--- src/rtl/reg_wr_arb_if.sv ---
// Register-write bus bundle carrying LANES requesters side by side (lane i occupies slice i).
// The master drives address/data/strobe/enable; the slave answers with wait and ack.
interface reg_wr_arb_if #(
    parameter int LANES      = 1,
    parameter int ADDR_WIDTH = 32,
    parameter int DATA_WIDTH = 32,
    parameter int STRB_WIDTH = DATA_WIDTH / 8
);
    logic [LANES*ADDR_WIDTH-1:0] wr_addr;
    logic [LANES*DATA_WIDTH-1:0] wr_data;
    logic [LANES*STRB_WIDTH-1:0] wr_strb;
    logic [LANES-1:0]            wr_en;
    logic [LANES-1:0]            wr_wait;
    logic [LANES-1:0]            wr_ack;

    modport master (
        output wr_addr, wr_data, wr_strb, wr_en,
        input  wr_wait, wr_ack
    );

    modport slave (
        input  wr_addr, wr_data, wr_strb, wr_en,
        output wr_wait, wr_ack
    );
endinterface

--- src/rtl/reg_wr_arb.sv ---
// Round-robin arbiter sharing one register-write port among PORTS requesters.
// Optional downstream ack timeout is enabled by defining REG_WR_ARB_TIMEOUT_EN.
module reg_wr_arb #(
    parameter int PORTS      = 2,
    parameter int DATA_WIDTH = 32,
    parameter int ADDR_WIDTH = 32,
    parameter int STRB_WIDTH = DATA_WIDTH / 8,
    parameter int TIMEOUT    = 4
) (
    input  logic         clk,
    input  logic         rst,
    reg_wr_arb_if.slave  s_reg,
    reg_wr_arb_if.master m_reg,
    output logic         timeout_err
);
    localparam int GW = $clog2(PORTS);

    typedef enum logic [1:0] {
        ST_IDLE = 2'd0,
        ST_BUSY = 2'd1,
        ST_ACK  = 2'd2
    } state_t;

    state_t                state_q;
    logic [GW-1:0]         grant_q;
    logic [GW-1:0]         last_grant_q;
    logic [ADDR_WIDTH-1:0] addr_q;
    logic [DATA_WIDTH-1:0] data_q;
    logic [STRB_WIDTH-1:0] strb_q;
    logic                  en_q;

`ifdef REG_WR_ARB_TIMEOUT_EN
    localparam int CW = $clog2(TIMEOUT);
    logic [CW-1:0]         cnt_q;
    logic                  terr_q;
`endif

    logic [ADDR_WIDTH-1:0] req_addr [PORTS];
    logic [DATA_WIDTH-1:0] req_data [PORTS];
    logic [STRB_WIDTH-1:0] req_strb [PORTS];

    genvar gi;
    generate
        for (gi = 0; gi < PORTS; gi++) begin : g_port
            assign req_addr[gi] = s_reg.wr_addr[gi*ADDR_WIDTH +: ADDR_WIDTH];
            assign req_data[gi] = s_reg.wr_data[gi*DATA_WIDTH +: DATA_WIDTH];
            assign req_strb[gi] = s_reg.wr_strb[gi*STRB_WIDTH +: STRB_WIDTH];

            // Queued requesters always stall; only the owner in BUSY sees the bank's wait.
            assign s_reg.wr_wait[gi] = s_reg.wr_en[gi] &&
                                       ((grant_q != GW'(gi)) || (state_q != ST_BUSY) || m_reg.wr_wait[0]);
            assign s_reg.wr_ack[gi]  = (state_q == ST_ACK) && (grant_q == GW'(gi)) && s_reg.wr_en[gi];
        end
    endgenerate

    // Search upward from the requester after the last one served, wrapping at PORTS.
    logic [GW:0]   rr_idx;
    logic [GW-1:0] pick_d;
    logic          pick_found;

    always_comb begin
        pick_d     = '0;
        pick_found = 1'b0;
        rr_idx     = '0;
        for (int off = 1; off <= PORTS; off++) begin
            rr_idx = {1'b0, last_grant_q} + (GW+1)'(off);
            if (rr_idx >= (GW+1)'(PORTS)) begin
                rr_idx = rr_idx - (GW+1)'(PORTS);
            end
            if (!pick_found && s_reg.wr_en[rr_idx[GW-1:0]]) begin
                pick_d     = rr_idx[GW-1:0];
                pick_found = 1'b1;
            end
        end
    end

    always_ff @(posedge clk) begin
        if (rst) begin
            state_q      <= ST_IDLE;
            grant_q      <= '0;
            last_grant_q <= GW'(PORTS - 1);
            addr_q       <= '0;
            data_q       <= '0;
            strb_q       <= '0;
            en_q         <= 1'b0;
`ifdef REG_WR_ARB_TIMEOUT_EN
            cnt_q        <= '0;
            terr_q       <= 1'b0;
`endif
        end else begin
            case (state_q)
                ST_IDLE: begin
                    if (|s_reg.wr_en) begin
                        grant_q <= pick_d;
                        addr_q  <= req_addr[pick_d];
                        data_q  <= req_data[pick_d];
                        strb_q  <= req_strb[pick_d];
                        en_q    <= 1'b1;
`ifdef REG_WR_ARB_TIMEOUT_EN
                        cnt_q   <= CW'(TIMEOUT - 1);
`endif
                        state_q <= ST_BUSY;
                    end
                end
                ST_BUSY: begin
                    if (m_reg.wr_ack[0]) begin
                        en_q    <= 1'b0;
                        state_q <= ST_ACK;
                    end
`ifdef REG_WR_ARB_TIMEOUT_EN
                    else if (cnt_q == '0) begin
                        en_q    <= 1'b0;
                        terr_q  <= 1'b1;
                        state_q <= ST_ACK;
                    end else if (!m_reg.wr_wait[0]) begin
                        cnt_q   <= cnt_q - CW'(1);
                    end
`endif
                end
                ST_ACK: begin
                    last_grant_q <= grant_q;
`ifdef REG_WR_ARB_TIMEOUT_EN
                    terr_q       <= 1'b0;
`endif
                    state_q      <= ST_IDLE;
                end
                default: begin
                    state_q <= ST_IDLE;
                end
            endcase
        end
    end

    assign m_reg.wr_addr = addr_q;
    assign m_reg.wr_data = data_q;
    assign m_reg.wr_strb = strb_q;
    assign m_reg.wr_en   = en_q;

`ifdef REG_WR_ARB_TIMEOUT_EN
    assign timeout_err = terr_q;
`else
    assign timeout_err = 1'b0;
`endif

endmodule

--- src/flat_wrapper.sv ---
// flat-port wrapper written by rule: the top's interface ports become plain ports
module reg_wr_arb_flat 
#(
    parameter int PORTS      = 2,
    parameter int DATA_WIDTH = 32,
    parameter int ADDR_WIDTH = 32,
    parameter int STRB_WIDTH = DATA_WIDTH / 8,
    parameter int TIMEOUT    = 4
)
  (clk, rst, timeout_err, s_reg_wr_addr, s_reg_wr_data, s_reg_wr_strb, s_reg_wr_en, s_reg_wr_wait, s_reg_wr_ack, m_reg_wr_addr, m_reg_wr_data, m_reg_wr_strb, m_reg_wr_en, m_reg_wr_wait, m_reg_wr_ack);
  reg_wr_arb_if #(.LANES(PORTS), .ADDR_WIDTH(ADDR_WIDTH), .DATA_WIDTH(DATA_WIDTH), .STRB_WIDTH(STRB_WIDTH)) s_reg_i ();
  reg_wr_arb_if #(.LANES(1), .ADDR_WIDTH(ADDR_WIDTH), .DATA_WIDTH(DATA_WIDTH), .STRB_WIDTH(STRB_WIDTH)) m_reg_i ();
  input  logic clk;
  input  logic rst;
  output logic timeout_err;
  input wire logic [$bits(s_reg_i.wr_addr)-1:0] s_reg_wr_addr;
  input wire logic [$bits(s_reg_i.wr_data)-1:0] s_reg_wr_data;
  input wire logic [$bits(s_reg_i.wr_strb)-1:0] s_reg_wr_strb;
  input wire logic [$bits(s_reg_i.wr_en)-1:0] s_reg_wr_en;
  output wire logic [$bits(s_reg_i.wr_wait)-1:0] s_reg_wr_wait;
  output wire logic [$bits(s_reg_i.wr_ack)-1:0] s_reg_wr_ack;
  output wire logic [$bits(m_reg_i.wr_addr)-1:0] m_reg_wr_addr;
  output wire logic [$bits(m_reg_i.wr_data)-1:0] m_reg_wr_data;
  output wire logic [$bits(m_reg_i.wr_strb)-1:0] m_reg_wr_strb;
  output wire logic [$bits(m_reg_i.wr_en)-1:0] m_reg_wr_en;
  input wire logic [$bits(m_reg_i.wr_wait)-1:0] m_reg_wr_wait;
  input wire logic [$bits(m_reg_i.wr_ack)-1:0] m_reg_wr_ack;
  assign s_reg_i.wr_addr = s_reg_wr_addr;
  assign s_reg_i.wr_data = s_reg_wr_data;
  assign s_reg_i.wr_strb = s_reg_wr_strb;
  assign s_reg_i.wr_en = s_reg_wr_en;
  assign s_reg_wr_wait = s_reg_i.wr_wait;
  assign s_reg_wr_ack = s_reg_i.wr_ack;
  assign m_reg_wr_addr = m_reg_i.wr_addr;
  assign m_reg_wr_data = m_reg_i.wr_data;
  assign m_reg_wr_strb = m_reg_i.wr_strb;
  assign m_reg_wr_en = m_reg_i.wr_en;
  assign m_reg_i.wr_wait = m_reg_wr_wait;
  assign m_reg_i.wr_ack = m_reg_wr_ack;
  reg_wr_arb #(.PORTS(PORTS), .DATA_WIDTH(DATA_WIDTH), .ADDR_WIDTH(ADDR_WIDTH), .STRB_WIDTH(STRB_WIDTH), .TIMEOUT(TIMEOUT)) u_core (.clk(clk), .rst(rst), .s_reg(s_reg_i), .m_reg(m_reg_i), .timeout_err(timeout_err));
endmodule
--- config.mk ---
export PLATFORM = sky130hd
export DESIGN_NAME = reg_wr_arb_flat
export DESIGN_NICKNAME = d
export VERILOG_FILES = /design/src/rtl/reg_wr_arb_if.sv /design/src/rtl/reg_wr_arb.sv /design/src/flat_wrapper.sv
export SDC_FILE = /design/constraint.sdc
export NUM_CORES = 1
export LEC_CHECK = 0
export BUFFER_PORTS_ARGS = -buffer_cell sky130_fd_sc_hd__clkbuf_2
export CORE_MARGIN = 2
export CORE_UTILIZATION = 30
export DETAILED_ROUTE_END_ITERATION = 8
export PLACE_DENSITY = 0.69
export SETUP_SLACK_MARGIN = 0.15
export SLEW_MARGIN = 5
export SYNTH_ARGS = -nofsm -noshare
export SYNTH_HDL_FRONTEND = slang
export SYNTH_SLANG_ARGS = --single-unit
--- constraint.sdc ---
create_clock -name clk -period 3 [get_ports clk]
set_input_delay 0.15 -clock clk [delete_from_list [all_inputs] [get_ports clk]]
set_output_delay 0.15 -clock clk [all_outputs]
set_load 0.02 [all_outputs]
==> results by stage, run 1 <==
GRT:
- The number of global-route vias before repair came to around 3700.
- The pin count of the biggest net entering global routing is 74.
- The first-pass GRT wire length is about 18000 um.
- Global routing finished with a remaining overflow of 0.
- For this run, the total global-route usage over all layers was measured as between 10% and 20%.
- The initial antenna violation count came to 0.

Power and ir drop:
- The static leakage is about 2.3 nW.
- In this run, flip-flops and latches consume a little under two fifths of the power.
- The power dissipated by switching net loads is roughly 0.91 mW.
- The internal cell power is ~2.1 mW.
- The maximum vdd drop is about 0.3 mV.
- The clock share of power is a little under two fifths.
- For this design the ratio of total power to cell area is approximately 620 mW/mm2.
- Combinational logic burns roughly 25% of the power.
- Of the total power, the share spent switching nets is a little under a third.

Final layout:
- The fraction of final layout cells sized beyond drive strength 1 is around 43%.
- Registers take approximately 0.0015 mm2.
- The layout overhead on the synthesized area is 42.01%.
- Counting the fill cells in the layout gives around 1100.
- The footprint of the multi-input gates is between 0.0015 and 0.002 mm2.
- The summed area of non-filler cells in the final layout is between 0.004 and 0.005 mm2.
- At the end of the flow, the number of nets in the layout was roughly 750.
- The number of antenna diodes in the final layout is 0.
- For this run, the number of standard cells in the final layout without fillers is 748.

STA:
- The final critical path takes up roughly three fifths of the cycle.
- The worst clock skew is 5.404 ps.
- The post-route worst setup slack is ~1200 ps.
- The time the worst path needs with I/O delays and setup is 1757 ps.
- Based on the critical path, the design can be clocked at up to 569.0 MHz.
- Measured against its own limit, the worst slew margin works out to a little under two fifths.
- The transition time at the pin with the least slew margin is roughly 940 ps.
- The final setup TNS is 0 ps.
- The number of hold violations in the final report is 0.
- Setup repair after global routing left no endpoint under its margin.
- Setup violations remaining at the end of the flow were counted as 0.
- The final number of max-transition violations came to 0.
- Hold is met by around 73 ps.

Clock tree:
- In this run the number of H-tree levels came out at 3.
- The number of gates resized after CTS was 0.
- The clock latency on the worst-skew pair is about 320 ps.
- The number of buffers on the longest clock path is 2.
- Clock tree synthesis inserted a total of 9 buffers.
- The count of clock tree sinks is 73.
- The clock tree from TritonCTS is done.
- The number of hold buffers added after cts is 0.
- Post-CTS timing repair inserted 0 buffers for setup.
- The clock-pin transition on the worst setup and hold timing paths is 60 ps.
- The cell sitting at the root of the clock tree is a clkbuf_16.

Placed design:
- The port buffer count is about 210.
- The routability congestion estimate from global placement is 0.8348.
- OpenSTA, run right after detailed placement, puts the worst setup slack at approximately 1300 ps.
- The number of placed instances with taps included is 732.
- The area of placed instances is 0.004539 mm2.
- The wire-length estimate of the detail-placed layout is ~7500 um.

Min path:
- The worst hold path passes through 3 cells.
- The worst hold path terminates at u_core.m_reg.wr_data[28]$_SDFFE_PP0P_.
- The critical hold path startpoint is s_reg_wr_data[28].
- The classification of the worst-slack hold path is in2reg.

Synthesis:
- The count of distinct cell types in the synthesized netlist is 26.
- The flip-flop cell with the highest count after synthesis is dfxtp_1.
- Synthesis produced a netlist whose cell count is around 420.
- For this run, the register share of the synthesized area comes to a little over two fifths.
- The most frequently used cell type in the post-synthesis netlist is nand2_1.
- Each instance of the synthesized netlist takes up on average around 8 um2.
- Yosys mapped a number of flops with a built-in enable equal to 0.
- The mapped netlist covers 0.003416 mm2.
- The synthesized design spends more area on one cell type than any other, namely dfxtp_1.
- The count of state elements after synthesis is 73.
- The number of warnings reported in the yosys synthesis log is 0.
- Of the post-synthesis cell area, the dominant cell type holds 42.78%.
- The async set-or-reset flop fraction in the synthesized netlist is 0%.
- By area the synthesized netlist is led by dfxtp_1 43%, nand2_1 15%, a311oi_1 12%.
- The net count of the mapped netlist is 559.
- Counting instances in the post-synthesis netlist gives the leading cell types as 138 x nand2_1, 73 x dfxtp_1, 71 x a21oi_1.

Routing:
- After detailed routing, the average wire length per cell comes to about 15 um.
- In the routed design, unresolved DRC markers number 0.
- For this block, the routed nets add up to approximately 11000 um of wire.
- In the routed layout, each cell is associated on average with a via count of roughly 5.2.
- The number of iterations in the first detailed-routing pass is 4.
- The post-detailed-route count of antenna-violating nets is 0.
- The first routing iteration left 358 violations.
- Across all layers, the routed design uses 3890 vias.

Worst setup path:
- Data arrives at the worst endpoint at between 1500 and 2000 ps.
- The data required time of the worst path is about 3200 ps.
- The type of the setup path with the least slack is reg2reg.
- In this run the worst path has a maximum fanout of 35.
- STA classifies the critical path startpoint as a register.
- The capture instance of the worst register-to-register path is u_core.m_reg.wr_data[1]$_SDFFE_PP0P_.
- The endpoint type of the worst setup path is a register.
- In this run the critical register-to-register path is launched from u_core.last_grant_q$_SDFFE_PP1N_.
- The cell depth of the worst flop-to-flop path is 4.
- The worst register-to-register path has a setup slack of approximately 1200 ps.

Floorplanning:
- In this run the vertical extent of the chip is 110.7 um.
- The region available for standard cell placement spans roughly 0.011 mm2.
- The number of top-level design ports is around 220.
- The number of standard-cell rows in the floorplan is 38.
- The die width is ~110 um.
- The die covers roughly 0.012 mm2.
- The effective utilization at floorplan is between 30% and 40%.

Outcome:
- The flow ran to the end, and the final reports show no timing, DRC or antenna violations.

Flow run:
- The tool flagged a number of max-cap violations equal to 0.
-- power groups by stage --
stage,Sequential (mW),Combinational [mW],Clock [mW]
after detailed placement,1.17,0.746,0
after global routing,1.16,0.806,1.20
final,1.15,0.742,1.12
after global placement,1.17,0.734,0
after floorplan,1.29,0.346,0
after CTS,1.15,0.747,1.15
-- flip-flops by register name (all words and copies together) (netlist names) --
| signal | cells |
|---|---|
| u_core.m_reg.wr_en | 1 |
| u_core.m_reg.wr_addr | 32 |
| u_core.m_reg.wr_data | 32 |
| u_core.state_q | 2 |
| u_core.last_grant_q | 1 |
| u_core.m_reg.wr_strb | 4 |
| u_core.grant_q | 1 |
-- logic make-up (layout without fill, tap and decap cells) --
kind of cell / count (synthesis) / after routing / synth area share, %
and+or+nand+nor: 151 / 151 / 17.40
DFF: 73 / 73 / 42.78
AOI/OAI and AO/OA: 145 / 145 / 33.15
buffers and inverters: 47 / 238 / 6.557
other: 1 / 1 / 0.1098
-- critical path, cell delays in order (launching register included) --
cell	delay (ps)
dfxtp_1	390
a21bo_2	640
buf_12	280
nand2_1	70
a311oi_1	260
-- metal layers --
layer / up-vias / global-route usage (%) / share of wire (%)
met2: 159 / 29.37 / 50
met4: 0 / 6.833 / 1.6
met5: - / 0 / 0
met3: 14 / 4.319 / 7.3
met1: 1834 / 20.39 / 42
li1: 1883 / - / -
-- through the flow --
stage,power (mW),utilization [%]
finish,3.005,44.17
CTS,3.045,44.17
detailed placement,1.913,41.33
global route,3.165,44.17
global placement,1.899,41.33
floorplan,1.635,-
-- worst max path at each step --
stage	start	end	slack [ps]	cells past startpoint
final	u_core.last_grant_q$_SDFFE_PP1N_	u_core.m_reg.wr_data[1]$_SDFFE_PP0P_	1240	4
after global routing	u_core.last_grant_q$_SDFFE_PP1N_	u_core.m_reg.wr_data[1]$_SDFFE_PP0P_	1090	4
after CTS	u_core.last_grant_q$_SDFFE_PP1N_	u_core.m_reg.wr_data[1]$_SDFFE_PP0P_	1240	4
after detailed placement	u_core.last_grant_q$_SDFFE_PP1N_	u_core.m_reg.wr_data[1]$_SDFFE_PP0P_	1250	4
after global placement	u_core.last_grant_q$_SDFFE_PP1N_	u_core.m_reg.wr_addr[3]$_SDFFE_PP0P_	1310	4
after floorplan	u_core.state_q[1]$_SDFFE_PP0P_	u_core.m_reg.wr_addr[10]$_SDFFE_PP0P_	1610	6
-- final cells by class --
cell class | instances | area share, %
clock buffers | 10 | 4.720
flip-flops and latches | 73 | 30.13
well taps | 140 | 3.611
multi-input cells | 297 | 36.01
repair buffers | 222 | 23.83
clock inverters | 6 | 1.702
-- placed cells by master, fill, tap and decap left out, drive strengths merged, types with 2 or more instances in the layout --
cell type,instances
or2,2
clkbuf,223
nand2,138
bufinv,2
a311oi,68
a21boi,2
clkinv,3
buf,9
nor2,3
a21bo,2
dfxtp,73
a21oi,71
nor2b,2
(Power assumes the default switching activity.)
==> run 2: changes to the inputs <==
- clock period: 3 -> 1.74 ns (I/O delays scaled with it)
==> run 2 against run 1 <==
Net effect:
- setup slack lost 930 ps
- critical path depth is the same
- first-iteration DRC count shrank 5.6%
- design area grew 3.1%
- non-clock buffer count grew 9
- sequential cell count is the same
- hold slack lost 62 ps
- wire length grew 1.2%
- critical endpoint is now s_reg_wr_wait[1]
- largest cell class unchanged
==> results by stage, run 2 (synthesis results as in run 1) <==
STA:
- Setup repair after global routing missed its margin: no (unchanged).
- The worst clock skew came to 8.577 ps (was 5.404 ps).
- The transition time at the pin with the least slew margin was 782.2 ps (was 937.4 ps).
- The maximum frequency from static timing analysis is roughly 700 MHz.
- The number of hold violations in the final report came to 0 (unchanged).
- The setup violation total in the final timing report is 0 (unchanged).
- The final number of max-transition violations is 0 (unchanged).
- The time the worst path needs with I/O delays and setup is ~1400 ps.
- The worst slew margin relative to its limit is 47.86% (was 37.51%).
- The final setup TNS is 0 ps (unchanged).
- The share of the cycle needed by the critical path after routing is 81.80%.

Floorplanning:
- The number of standard-cell rows in the floorplan was 38 (unchanged).
- The number of top-level design ports is 216 (unchanged).
- The floorplan core area is 0.01098 mm2 (unchanged).
- The die width came to 110.7 um (unchanged).
- The area enclosed by the die boundary is 0.01226 mm2 (unchanged).
- The chip height came to 110.7 um (unchanged).
- The effective utilization at floorplan is 31.10% (unchanged).

GRT:
- The first-pass GRT wire length is 18480 um (was 17570 um).
- The overall overflow remaining after global route came to 0 (unchanged).
- The number of global-route vias before repair is 3867 (was 3695).
- The overall global routing resource usage is 18.07% (was 17.09%).
- The pin count of the biggest net entering global routing is 74 (unchanged).
- The initial antenna violation count came to 0 (unchanged).

Clock tree:
- The clock latency on the worst-skew pair is 330 ps (was 320 ps).
- The clock-pin transition on the worst setup and hold timing paths is 60 ps (about the same).
- The number of buffers on the longest clock path was 2 (unchanged).
- The clock buffer count from CTS is 9 (unchanged).
- The count of clock tree sinks is 73 (unchanged).
- The buffer type at the clock tree root was clkbuf_16 (unchanged).
- The count of H-tree levels built during CTS was 3 (unchanged).
- The clock tree from TritonCTS is done (unchanged).

Final layout:
- The net count of the finished layout is 754 (was 745).
- The core occupancy in the finished layout is 45.55% (was 44.17%).
- The layout overhead on the synthesized area is 46.45% (was 42.01%).
- The fraction of final layout cells sized beyond drive strength 1 was 43.60% (was 43.42%).
- Commonest non-fill, non-tap cells in the layout: 213 x clkbuf_2, 138 x nand2_1, 73 x dfxtp_1 (unchanged).
- The number of diodes is 0 (unchanged).
- The leading cell type in the layout, fill and taps excluded is clkbuf_2 (unchanged).

Worst setup path:
- The launching element type of the critical path is a register (unchanged).
- The endpoint type of the worst setup path is a primary output (was register).
- The capture instance of the worst register-to-register path is u_core.m_reg.wr_addr[25]$_SDFFE_PP0P_ (was u_core.m_reg.wr_data[1]$_SDFFE_PP0P_).
- The register-to-register path setup slack came to 360 ps (was 1240 ps).
- The reg-to-reg critical path startpoint was u_core.state_q[0]$_SDFFE_PP0P_ (was u_core.last_grant_q$_SDFFE_PP1N_).
- The data required time of the worst path is 1650 ps (was 3220 ps).
- The type of the setup path with the least slack is reg2out (was reg2reg).
- The maximum net fanout on the critical path was 4 (was 35).
- The cell depth of the worst flop-to-flop path is 4 (unchanged).
- The arrival time at the worst endpoint came to 1340 ps (was 1980 ps).

Routing:
- The number of DRC markers after the initial detailed-route iteration is 338 (was 358).
- The number of remaining DRC errors is 0 (unchanged).
- The final routed wirelength across all metal layers was 11000 um (was 10870 um).
- The post-detailed-route count of antenna-violating nets is 0 (unchanged).
- The number of iterations in the first detailed-routing pass is 6 (was 4).
- The routed length per placed instance was 14.53 um (about the same).
- The overall via count from detail_route came to 3935 (was 3890).
- The via density per instance is 5.198 (was 5.201).

Outcome:
- Status: completed (unchanged).

Placed design:
- The port buffer count is 214 (unchanged).
- The routability congestion estimate from global placement came to 0.8278 (was 0.8348).
- The estimated wirelength of the detail-placed design came to 7633 um (was 7456 um).

Power and ir drop:
- The maximum vdd drop was 0.4981 mV (was 0.2948 mV).
- The static leakage is 2.354 nW (was 2.282 nW).
- The areal power density over the cells is 1117 mW/mm2 (was 619.4 mW/mm2).

Min path:
- The worst-case hold path end point is u_core.m_reg.wr_data[8]$_SDFFE_PP0P_ (was u_core.m_reg.wr_data[28]$_SDFFE_PP0P_).
- The classification of the worst-slack hold path is in2reg (unchanged).
- The critical hold path startpoint was s_reg_wr_data[8] (was s_reg_wr_data[28]).
- The count of cells along the worst hold path is 3 (unchanged).

Flow run:
- The max-capacitance violation count is 0 (unchanged).
run 2: changes by cell type in the layout (fill, tap and decap cells not counted):
| cell | delta |
|---|---|
| clkbuf_8 | +2 |
| dlygate4sd3_1 | +6 |
| clkinvlp_4 | -1 |
| buf_4 | +3 |
| nor2b_2 | +1 |
| bufinv_16 | +2 |
| nor2b_1 | -1 |
| clkinv_2 | -2 |
| clkbuf_1 | -1 |
run 2: through the flow:
stage / power, mW / cells / setup slack [ps] / instance area (um2) / hold WS, ps
after floorplan: 2.819 / 417 / 345.8 / 3416 / 240.5
after global routing: 5.905 / 757 / 181.5 / 5002 / 1.290
after global placement: 3.278 / 735 / 262.0 / 4562 / 338.5
after detailed placement: 3.305 / 735 / 185.0 / 4562 / 345.5
final: 5.590 / 757 / 316.7 / 5002 / 10.52
after CTS: 5.662 / 757 / 267.8 / 5000 / 0.03647
run 2: worst max path at each step:
stage                                                start                                    end  slack [ps]
after global routing      u_core.last_grant_q$_SDFFE_PP1N_  u_core.m_reg.wr_addr[28]$_SDFFE_PP0P_         180
after global placement                      s_reg_wr_en[0]  u_core.m_reg.wr_addr[20]$_SDFFE_PP0P_         260
final                       u_core.state_q[1]$_SDFFE_PP0P_                       s_reg_wr_wait[1]         320
after CTS                   u_core.state_q[1]$_SDFFE_PP0P_                        s_reg_wr_ack[1]         270
after detailed placement                    s_reg_wr_en[0]   u_core.m_reg.wr_addr[5]$_SDFFE_PP0P_         180
after floorplan             u_core.state_q[1]$_SDFFE_PP0P_  u_core.m_reg.wr_addr[10]$_SDFFE_PP0P_         350
run 2: layout make-up:
type                    instances  area [um2]
clock buffers                  11       252.7
clock inverters                 5       125.1
fillers                      1053        5981
multi-input cells             297        1749
flip-flops and latches         73        1461
well taps                     140       175.2
repair buffers                231        1239
run 2: critical path, stage by stage, from the launching register on:
cell      delay, ps
dfxtp_1         390
nand2b_1        190
nor2_1           50
a21boi_0        180
clkbuf_2        210
run 2: timing repair:
| action | 4_1_cts | 5_1_grt |
|---|---|---|
| endpoints found under the hold margin | 5 | 0 |
| hold buffers | 6 | 0 |
| endpoints found under the setup margin | 0 | 2 |
| setup buffers | 0 | 0 |
| resized for setup | 0 | 1 |
run 2: where the power goes:
| part | switching [mW] | leakage [nW] | total [mW] | internal [mW] |
|---|---|---|---|---|
| sequential | 0.114 | 0.606 | 1.98 | 1.87 |
| clock | 0.696 | 0.186 | 2.32 | 1.62 |
| combinational | 0.788 | 1.56 | 1.29 | 0.503 |
| total | 1.60 | 2.35 | 5.59 | 3.99 |
run 2: layer usage:
layer | track usage, % | vias up | part of all wire, %
li1 | - | 1896 | -
met3 | 4.647 | 25 | 7.8
met2 | 31.04 | 190 | 50
met5 | 0 | - | 0
met1 | 21.26 | 1824 | 39
met4 | 7.833 | 0 | 2.4
